File: config.mk
export PLATFORM = sky130hd
export DESIGN_NAME = serial_subt_ctrl
export DESIGN_NICKNAME = d
export VERILOG_FILES = /design/src/rtl/serial_subt_ctrl.sv
export SDC_FILE = /design/constraint.sdc
export NUM_CORES = 1
export LEC_CHECK = 0
export ABC_AREA = 1
export CORE_ASPECT_RATIO = 1.5
export CORE_MARGIN = 5
export CORE_UTILIZATION = 45
export DETAILED_ROUTE_END_ITERATION = 10
export HOLD_SLACK_MARGIN = 0.08
export PLACE_DENSITY_LB_ADDON = 0.25
export RECOVER_POWER = 25
export SYNTH_ARGS = -nofsm -noshare
export SYNTH_HDL_FRONTEND = slang
export SYNTH_SLANG_ARGS = --single-unit
File: constraint.sdc
create_clock -name i_clk -period 3.5 [get_ports i_clk]
set_input_delay 0.35 -clock i_clk [delete_from_list [all_inputs] [get_ports i_clk]]
set_output_delay 0.35 -clock i_clk [all_outputs]
set_load 0.1 [all_outputs]
File: src/rtl/serial_subt_ctrl.sv
// ---------------------------------------------------------------------------
// serial_subt_ctrl
//   Bit-serial WIDTH-bit unsigned subtractor controller. A single 1-bit
//   subtract cell (two half-subtractor stages plus a borrow OR) is stepped
//   across the operands LSB first. The borrow is carried between steps in a
//   register. One operation takes WIDTH+2 cycles from accept to next accept.
//
// Ports:
//   i_clk     system clock, all logic on the rising edge
//   i_rst     synchronous reset, active-high
//   i_start   start request, accepted only while o_ready=1
//   i_a       minuend, sampled on the accepting edge only
//   i_b       subtrahend, sampled on the accepting edge only
//   o_ready   high in IDLE
//   o_busy    high in RUN
//   o_done    one-cycle pulse, o_diff/o_borrow valid
//   o_diff    i_a - i_b mod 2^WIDTH, held until the next accepted start
//   o_borrow  1 iff i_a < i_b (unsigned), held until the next accepted start
// ---------------------------------------------------------------------------

// ---------------------------------------------------------------------------
// half_subtractor
//   One half-subtractor stage: d = a ^ b, borrow = ~a & b.
// Ports:
//   a_i   minuend bit
//   b_i   subtrahend bit
//   d_o   difference bit
//   br_o  borrow-out bit
// ---------------------------------------------------------------------------
module half_subtractor (
    input  logic a_i,
    input  logic b_i,
    output logic d_o,
    output logic br_o
);
    always_comb begin
        d_o  = a_i ^ b_i;
        br_o = ~a_i & b_i;
    end
endmodule

// ---------------------------------------------------------------------------
// subtract_cell
//   Full 1-bit subtract cell built from two half-subtractor stages.
// Ports:
//   a_i     minuend bit
//   b_i     subtrahend bit
//   bin_i   borrow-in
//   d_o     difference bit
//   bout_o  borrow-out
// ---------------------------------------------------------------------------
module subtract_cell (
    input  logic a_i,
    input  logic b_i,
    input  logic bin_i,
    output logic d_o,
    output logic bout_o
);
    logic d1;
    logic br1;
    logic br2;

    half_subtractor u_stage1 (
        .a_i  (a_i),
        .b_i  (b_i),
        .d_o  (d1),
        .br_o (br1)
    );

    half_subtractor u_stage2 (
        .a_i  (d1),
        .b_i  (bin_i),
        .d_o  (d_o),
        .br_o (br2)
    );

    always_comb begin
        bout_o = br1 | br2;
    end
endmodule

module serial_subt_ctrl #(
    parameter int unsigned WIDTH = 8
) (
    input  logic             i_clk,
    input  logic             i_rst,
    input  logic             i_start,
    input  logic [WIDTH-1:0] i_a,
    input  logic [WIDTH-1:0] i_b,
    output logic             o_ready,
    output logic             o_busy,
    output logic             o_done,
    output logic [WIDTH-1:0] o_diff,
    output logic             o_borrow
);
    // Counter only needs to reach WIDTH-1; keep at least one bit for WIDTH=1.
    localparam int unsigned CW = (WIDTH < 2) ? 1 : $clog2(WIDTH);

    typedef enum logic [1:0] {
        IDLE = 2'd0,
        RUN  = 2'd1,
        DONE = 2'd2
    } state_t;

    state_t           state_q;
    state_t           state_d;
    logic [CW-1:0]    cnt_q;
    logic [CW-1:0]    cnt_d;
    logic             brw_q;
    logic             brw_d;
    logic [WIDTH-1:0] a_q;
    logic [WIDTH-1:0] a_d;
    logic [WIDTH-1:0] b_q;
    logic [WIDTH-1:0] b_d;
    logic [WIDTH-1:0] diff_q;
    logic [WIDTH-1:0] diff_d;
    logic             borrow_q;
    logic             borrow_d;

    logic             cell_d;
    logic             cell_bout;
    logic             last_step;

    subtract_cell u_cell (
        .a_i    (a_q[0]),
        .b_i    (b_q[0]),
        .bin_i  (brw_q),
        .d_o    (cell_d),
        .bout_o (cell_bout)
    );

    always_comb begin
        last_step = (cnt_q == CW'(WIDTH - 1));
    end

    // ---------------- FSM: state register ----------------
    always_ff @(posedge i_clk) begin
        if (i_rst) begin
            state_q <= IDLE;
        end else begin
            state_q <= state_d;
        end
    end

    // ---------------- FSM: next-state logic ----------------
    always_comb begin
        state_d = state_q;
        unique case (state_q)
            IDLE:    if (i_start) state_d = RUN;
            RUN:     if (last_step) state_d = DONE;
            DONE:    state_d = IDLE;
            default: state_d = IDLE;
        endcase
    end

    // ---------------- FSM: outputs ----------------
    always_comb begin
        o_ready = 1'b0;
        o_busy  = 1'b0;
        o_done  = 1'b0;
        unique case (state_q)
            IDLE:    o_ready = 1'b1;
            RUN:     o_busy  = 1'b1;
            DONE:    o_done  = 1'b1;
            default: o_ready = 1'b0;
        endcase
    end

    // ---------------- Datapath next-state ----------------
    always_comb begin
        cnt_d    = cnt_q;
        brw_d    = brw_q;
        a_d      = a_q;
        b_d      = b_q;
        diff_d   = diff_q;
        borrow_d = borrow_q;
        unique case (state_q)
            IDLE: begin
                if (i_start) begin
                    a_d      = i_a;
                    b_d      = i_b;
                    cnt_d    = '0;
                    brw_d    = 1'b0;
                    diff_d   = '0;
                    borrow_d = 1'b0;
                end
            end
            RUN: begin
                a_d   = a_q >> 1;
                b_d   = b_q >> 1;
                brw_d = cell_bout;
                cnt_d = cnt_q + CW'(1);
                // Shift-and-OR form keeps the MSB insert legal for WIDTH=1.
                diff_d = (diff_q >> 1) | (WIDTH'(cell_d) << (WIDTH - 1));
                if (last_step) begin
                    borrow_d = cell_bout;
                end
            end
            default: begin
            end
        endcase
    end

    // ---------------- Datapath registers ----------------
    always_ff @(posedge i_clk) begin
        if (i_rst) begin
            cnt_q    <= '0;
            brw_q    <= 1'b0;
            a_q      <= '0;
            b_q      <= '0;
            diff_q   <= '0;
            borrow_q <= 1'b0;
        end else begin
            cnt_q    <= cnt_d;
            brw_q    <= brw_d;
            a_q      <= a_d;
            b_q      <= b_d;
            diff_q   <= diff_d;
            borrow_q <= borrow_d;
        end
    end

    always_comb begin
        o_diff   = diff_q;
        o_borrow = borrow_q;
    end
endmodule

==> Word-level counts from Yosys, hierarchy flattened <==
Index checks and enable logic that the tools add are counted.
{ "totals": {"out_inout_bits": 12, "input_bits": 19, "latchBits": 0, "register_bits": 31, "n_memories": 0, "mem_bits_rw": 0, "rom_bits": 0, "elab_cells": 44} }
{ "op_classes": {"n_eq_ne": 5, "div_mod_pow": 0, "n_addsub": 1, "magnitude_cmp": 0, "n_reduce_logical": 5, "mul": 0, "mux": 18, "n_shift": 0, "n_bitwise": 8} }
{ "ops": {"columns": ["operator", "count"], "rows": [
  ["$pmux W8 S2", 3],
  ["$mux W8", 3],
  ["$or A7 B8 Y8", 1],
  ["$pmux W3 S2", 1],
  ["$mux W1", 5],
  ["$mux W2", 2],
  ["$ne A2 B2 Y1 const B", 2],
  ["$pmux W1 S2", 2],
  ["$pmux W2 S2", 1],
  ["$reduce_and A2 Y1", 2],
  ["$add A3 B1 Y3 const B", 1],
  ["$eq A3 B3 Y1 const B", 1],
  ["$mux W3", 1],
  ["$reduce_and A3 Y1", 1],
  ["$and A1 B1 Y1", 2],
  ["$eq A2 B1 Y1 const B", 1],
  ["$eq A2 B2 Y1 const B", 1],
  ["$logic_not A2 Y1", 1],
  ["$not A1 Y1", 2],
  ["$reduce_bool A2 Y1", 1],
  ["$xor A1 B1 Y1", 2],
  ["$or A1 B1 Y1", 1]
]} }

==> Longest topological paths before layout <==
{ "logic_depth": {"depth_word": 6, "depth_mapped": 8, "ltp_nobuf": 7} }

==> Cells and area by module <==
From an unflattened synthesis, not the netlist that was laid out.
{ "hier_totals": {"cells_unflattened": 229, "area_unflattened_um2": 1510.2} }
{ "modules_own_cells": {"columns": ["mod", "cells_per_inst", "seq_area_each_um2", "instances", "area_each_um2"], "rows": [
  ["serial_subt_ctrl", 220, 620.6, 1, 1458.9],
  ["half_subtractor", 3, 0.0, 2, 20.0],
  ["subtract_cell", 3, 0.0, 1, 11.3]
]} }

==> Worst setup path after synthesis <==
No wires, ideal clock.
{ "synth_path": {"path_type": "register -> output", "from": "register state_q[1]", "to": "output port o_done", "t_required_ps": 3150, "path_slack_ps": 1396, "t_arrival_ps": 1754, "n_path_buf": 0, "stages_incl_launch_ff": 3, "cell_sequence": "dfxtp_1 -> inv_2 -> nor2_1"} }
{ "synth_via": {"elab_chain_len": 2} }
{ "synth_lines": {"columns": ["element", "line_no", "source"], "rows": [
  ["from (decl)", "105", "state_t state_q;"],
  ["from (signal assigned)", "141", "state_q <= state_d;"],
  ["$eq A2 B2 Y1", "161", "unique case (state_q)"],
  ["$mux W1", "161", null],
  ["to (decl)", "92", "output logic o_done,"]
]} }
No other way between the ends.

==> Worst setup path after layout <==
{ "layout_path": {"from": "input port i_start", "to": "register cnt_q[1]"} }
{ "layout_via": {"elab_chain_len": 2} }
{ "layout_lines": {"columns": ["element", "line_no", "source"], "rows": [
  ["from (decl)", "87", "input logic i_start,"],
  ["$ne A2 B2 Y1 (no line)", null, null],
  ["$reduce_and A2 Y1 (no line)", null, null],
  ["to (signal assigned)", "214", "cnt_q <= cnt_d;"],
  ["to (decl)", "107", "logic [CW-1:0] cnt_q;"]
]} }
No other way between the ends.
A chain may end at the register's enable or synchronous reset.

==> results.sh <==
export IMPL_outcome="complete, but fails checks"
export IMPL_violations="capacitance limit, slew limit"
export IMPL_syn_nets=211
export IMPL_synth_top_family_by_area="simple AND/OR/NAND/NOR gates"
export IMPL_clock_fmax_mhz=399.6
export IMPL_ctsResizeCount=0
export IMPL_synthMuxAreaShare=0
export IMPL_final_cell_mix="67 x nand2_1, 33 x nor2_1, 31 x dfxtp_1, 28 x clkdlybuf4s50_1, 14 x a21oi_1"
export IMPL_relSlewSlack=-0.2246
export IMPL_syn_area_um2=1390
export IMPL_ys_seq_area_frac=0.4464
export IMPL_drt_iter0_drc=28
export IMPL_numCtsBuffers=5
export IMPL_required_ns=3.70
export IMPL_drc=0
export IMPL_vias=1289
export IMPL_crit_chain="dlygate4sd3_1, o21ai_1, nand2_1, a21oi_1"
export IMPL_postPlaceCellArea_um2=1648
export IMPL_fillerInstances=309
export IMPL_r2r_slack_ns=1.18
export IMPL_period_share=0.7150
export IMPL_dieArea_um2=4324
export IMPL_nNetsFinal=239
export IMPL_drv_cap=1
export IMPL_critPathArrivalTime_ns=2.71
export IMPL_avgSynthCellArea_um2=7.355
export IMPL_postCtsSetupRepairBufs=0
export IMPL_crit_fanout=27
export IMPL_drt_total_wl_um=3104
export IMPL_max_stage_delay_ns=1.38
export IMPL_netlist_instances=189
export IMPL_tns_ns=0
export IMPL_hold_path_cell_count=2
export IMPL_dp_hpwl_um=2119
export IMPL_power_density_nw_per_um2=479.6
export IMPL_reg2reg_from="state_q[0]$_SDFFE_PP0P_"
export IMPL_worstSetupEndpointType="register"
export IMPL_gp_congestion=0.7975
export IMPL_critPathLaunch="i_start"
export IMPL_worst_slew_pin_slew_ns=1.825
export IMPL_finish_instance_area_um2=1737
export IMPL_ir_drop_mv=0.3671
export IMPL_critPathLaunchType="primary input"
export IMPL_clockBufferDepth=2
export IMPL_grt_overflow_total=0
export IMPL_htree_levels=2
export IMPL_synthDistinctLibCells=21
export IMPL_path_class="primary input to register"
export IMPL_final_cells=257
export IMPL_grt_usage=0.1477
export IMPL_cp_top_family="compound AO/OA/AOI/OAI gates"
export IMPL_placed_cells=249
export IMPL_dr_pass1_iters=4
export IMPL_critPathBufInv=1
export IMPL_clk_latency_ns=0.28
export IMPL_synthXorXnorAreaFrac=0
export IMPL_initial_core_util=0.4724
export IMPL_diodes=0
export IMPL_cts_hold_buf=0
export IMPL_reg2reg_depth=3
export IMPL_setup_viol=0
export IMPL_grt_pass1_wl_um=5126
export IMPL_syn_to_final_growth_pct=24.93
export IMPL_cts_sinks=31
export IMPL_rsz0062_at_grt="no"
export IMPL_hold_path_class="register to register"
export IMPL_viasPerCell=5.016
export IMPL_tritoncts="done"
export IMPL_finalMaxSlewViolations=28
export IMPL_hold_path_end="o_diff[0]$_SDFFE_PP0P_"
export IMPL_final_common_cell="nand2_1"
export IMPL_grt_max_degree=28
export IMPL_rows=24
export IMPL_yosys_warnings=0
export IMPL_reg2reg_to="cnt_q[1]$_SDFFE_PP0P_"
export IMPL_drive_above_1_share=0.06881
export IMPL_layout_min_cycle_time_ns=2.503
export IMPL_die_h_um=78.07
export IMPL_ant_nets=0
export IMPL_wl_per_cell_um=12.08
export IMPL_hp_start="o_diff[0]$_SDFFE_PP0P_"
export IMPL_port_buffers=30
export IMPL_ys_ff_latch=31
export IMPL_hold_violations=0
export IMPL_p_leak_nw=0.7235
export IMPL_synthAdderAreaFrac=0.03240
export IMPL_synthSimpleGateAreaFrac=0.3132
export IMPL_grt_pass1_vias=1200
export IMPL_finClkSkew_ns=0.002859
export IMPL_die_w_um=55.38
export IMPL_core_area_um2=2943
export IMPL_ioPinCount=31
export IMPL_utilization=0.5901
export IMPL_slowest_stage="o21ai_1"
export IMPL_path_clk_slew_ns=0.06
export IMPL_synth_compound_area_frac=0.1260
export IMPL_antenna_found_initial=0
export IMPL_cts_root_buf="clkbuf_8"
[logic make-up after synthesis]
family / Yosys count
simple gates: 108
compound gates: 32
flops: 31
buf+inv: 15
fa+ha+maj: 3
[cell usage after synthesis]
cell | instances | area share
nor2_1 | 33 | 0.089
inv_1 | 4 | 0.011
o21ai_4 | 1 | 0.012
a21oi_2 | 1 | 0.0063
inv_2 | 1 | 0.0027
nand3_1 | 4 | 0.014
clkbuf_1 | 1 | 0.0027
inv_4 | 1 | 0.0045
buf_1 | 1 | 0.0027
a21oi_1 | 14 | 0.050
nand2_4 | 2 | 0.016
nor2_4 | 1 | 0.0081
fa_1 | 1 | 0.014
nand2_1 | 67 | 0.18
buf_6 | 6 | 0.049
nand2_2 | 1 | 0.0045
o21ai_1 | 9 | 0.032
o21ai_0 | 7 | 0.025
dfxtp_1 | 31 | 0.45
clkbuf_8 | 1 | 0.0099
ha_1 | 2 | 0.018
[per-stage QoR]
stage,hold WS [ns],power [W],setup WS [ns]
floorplan,0.4191,0.0005062,1.396
global placement,0.4432,0.0005356,1.429
detailed placement,0.4559,0.0005401,1.404
CTS,0.4639,0.0008428,1.097
global route,0.4866,0.0008767,0.8136
finish,0.4625,0.0008330,0.9974
[routing by layer]
metal  up-vias  track usage  wire, um
li1        651            -         -
met1       589       0.1535      1228
met2        44       0.2583      1619
met3         5      0.06732       206
met4         0      0.05596        49
met5         -            0         0
[worst max-delay path by stage]
stage	endpoint	cells past startpoint
floorplan	o_done	2
global placement	o_done	3
finish	cnt_q[1]$_SDFFE_PP0P_	4
CTS	o_done	3
global route	cnt_q[2]$_SDFFE_PP0P_	4
detailed placement	o_done	3
[registers in the layout, summed over array words and instances, names as in the netlist]
signal	count
o_diff	8
a_q	8
cnt_q	3
o_borrow	1
brw_q	1
b_q	8
state_q	2
[worst min-delay path: cells and delay by family (launching register included)]
family	cells	cell delay (ns)
AOI/OAI and AO/OA	1	0.05
DFF	1	0.31
and+or+nand+nor	1	0.06
[cell type report]
| cell class | instances | area (um2) | share of cell area |
|---|---|---|---|
| clock buffers | 8 | 100.1 | 0.05764 |
| multi-input cells | 143 | 644.4 | 0.3710 |
| inverters | 6 | 25.02 | 0.01441 |
| flip-flops and latches | 31 | 620.6 | 0.3573 |
| repair buffers | 30 | 297.8 | 0.1715 |
| well taps | 39 | 48.80 | 0.02810 |
[report_power, final]
| group | leakage [nW] | switching [W] | total (W) | internal (W) |
|---|---|---|---|---|
| clock | 0.0515 | 0.000122 | 0.000302 | 0.000179 |
| sequential | 0.254 | 0.0000139 | 0.000389 | 0.000375 |
| combinational | 0.418 | 0.0000912 | 0.000143 | 0.0000517 |
| total | 0.723 | 0.000228 | 0.000833 | 0.000605 |
(Power assumes the default switching activity.)
==> patch, RTL diff (same flow settings) <==
Re-encode `state_t` (3 states) as one-hot, 3 bits wide.
--- a/src/rtl/serial_subt_ctrl.sv
+++ b/src/rtl/serial_subt_ctrl.sv
@@ -97,8 +97,8 @@
     localparam int unsigned CW = (WIDTH < 2) ? 1 : $clog2(WIDTH);
 
-    typedef enum logic [1:0] {
-        IDLE = 2'd0,
-        RUN  = 2'd1,
-        DONE = 2'd2
+    typedef enum logic [2:0] {
+        IDLE = 3'b001,
+        RUN  = 3'b010,
+        DONE = 3'b100
     } state_t;
 
Check against the original RTL: no difference found for any inputs over 10 cycles, from zero or initial values and one cycle with i_rst high; not proved beyond that.
==> patch against the unedited design <==
Area after synthesis grew 12%; setup slack got worse by 0.27 ns; sequential cell count up 1; total power grew 0.30%; final area is 8.9% higher; clock skew barely moved; largest cell class unchanged; wire length rose by 8.2%; maximum frequency fell by 9.6%; critical path type is now flop to primary output; die area rose by 10%; sequential power grew 4%; register-to-register slack got worse by 0.36 ns.
==> patch: results <==
[routing]
routed-wl-met3_um = 151
top_layer = met4
wirelength_met1_um = 1487
met2_length_um = 1665
vias_per_cell = 4.819
dr.pass1.iters = 5
avgRoutedWirePerCell_um = 11.23
detailedRoute.firstIterationViolations = 39

[global_route]
largest_net_degree_at_the_start_of_global_routing = 33
number_of_global_route_vias_before_repair = 1378
grt_usage_pct = 15.30
grt_pass1_wl_um = 5678

[synth]
async_flop_share_pct = 0
post_synth_net_total = 253
synth_area_leaders = dfxtp_1 (41%), nand2_1 (17%), nand3_1 (9.6%)
fraction_of_the_yosys_area_taken_by_sequential_cells_pct = 41.09
synth_common_cells = nand2_1 (69), nor2_1 (35), dfxtp_1 (32)

[place]
dp.final_hpwl_um = 2206
final_replace_weighted_congestion = 0.7540

[worst_hold_path]
min_path_cells = 1
holdCritPathClass = flop to flop

[pwr]
vdd_ir_drop_max_v = 0.0003069
leakage_power_summed_over_all_cells_uw = 0.0008902
power_switching_share_pct = 28.22

[worst_setup_path]
slowest_cell_on_the_critical_path = nand2_1
number_of_cells_on_the_worst_reg_to_reg_path = 4
crit_path_max_incr_delay_ns = 0.78
crit_fanout = 32

[clock_tree]
number_of_gates_resized_after_cts = 0
clock_tree.root_cell = clkbuf_8
cts-root-to-sink-buffers = 2
post-cts-setup-buffers = 0
worst_setup_hold_path_clk_slew_ns = 0.06
cts-buffers-inserted = 5

[sta]
clock_skew_ns = 0.003222
worst_slew_margin_rel_pct = 22.83

[layout]
layout-drive-gt1-share_pct = 4.280
fill_cell_instance_count_of_the_final_layout = 353
finish.net_count = 278

[status]
run_status = finished, final reports clean
[patch: cell types whose count changed after synthesis, moves of 6 or more]
cell,before,now
o21ai_0,7,14
nand3_1,4,30
inv_1,4,23
a21oi_1,14,2
buf_4,0,6
o21ai_1,9,0
[patch: per-stage QoR]
step / area (um^2) / worst slack [ns] / instances / utilization [%] / power (uW)
2_1_floorplan: 1559 / 0.4315 / 231 / - / 518.5
3_3_place_gp: 1819 / 1.244 / 291 / 53.77 / 554.1
3_5_place_dp: 1819 / 1.178 / 291 / 53.77 / 555.6
4_1_cts: 1909 / 1.078 / 299 / 56.43 / 845.6
5_1_grt: 1892 / 0.5759 / 299 / 55.92 / 877.8
6_report: 1892 / 0.7312 / 299 / 55.92 / 835.5
[patch: worst paths after layout]
kind                      startpoint               endpoint  slack (ns)
min            cnt_q[0]$_SDFFE_PP0P_  cnt_q[0]$_SDFFE_PP0P_        0.48
max          state_q[1]$_SDFFE_PP0P_                 o_busy        0.73
max reg2reg  state_q[1]$_SDFFE_PP0P_  o_borrow$_SDFFE_PP0P_        0.82
min reg2reg    cnt_q[0]$_SDFFE_PP0P_  cnt_q[0]$_SDFFE_PP0P_        0.48
[patch: area by class of cell]
class | instances | share of cell area [%]
multi-input cells | 163 | 38.76
flip-flops and latches | 32 | 33.86
repair buffers | 30 | 15.08
clock buffers | 8 | 4.762
inverters | 24 | 4.762
well taps | 42 | 2.778
[patch: cell families after synthesis]
kind of cell    synth area share, %
buf+inv                       11.24
simple gates                  39.65
fa+ha+maj                     2.889
flops                         41.09
compound gates                5.137
[patch: critical path: cells and delay by family (launching register included)]
family        cells  cell delay [ns]
buf+inv           2             0.65
simple gates      1             0.78
flops             1             0.71
[patch: routing by layer]
layer	vias up	GRT usage (%)
met2	27	27.38
met1	643	16.22
met3	6	4.245
met4	0	7.657
met5	-	0
li1	765	-
[patch: power by group through the flow]
stage / logic [uW] / clock network, uW / registers (uW)
6_report: 141 / 292 / 403
4_1_cts: 145 / 297 / 403
3_5_place_dp: 144 / 0 / 412
5_1_grt: 161 / 311 / 405
3_3_place_gp: 143 / 0 / 411
2_1_floorplan: 113 / 0 / 406
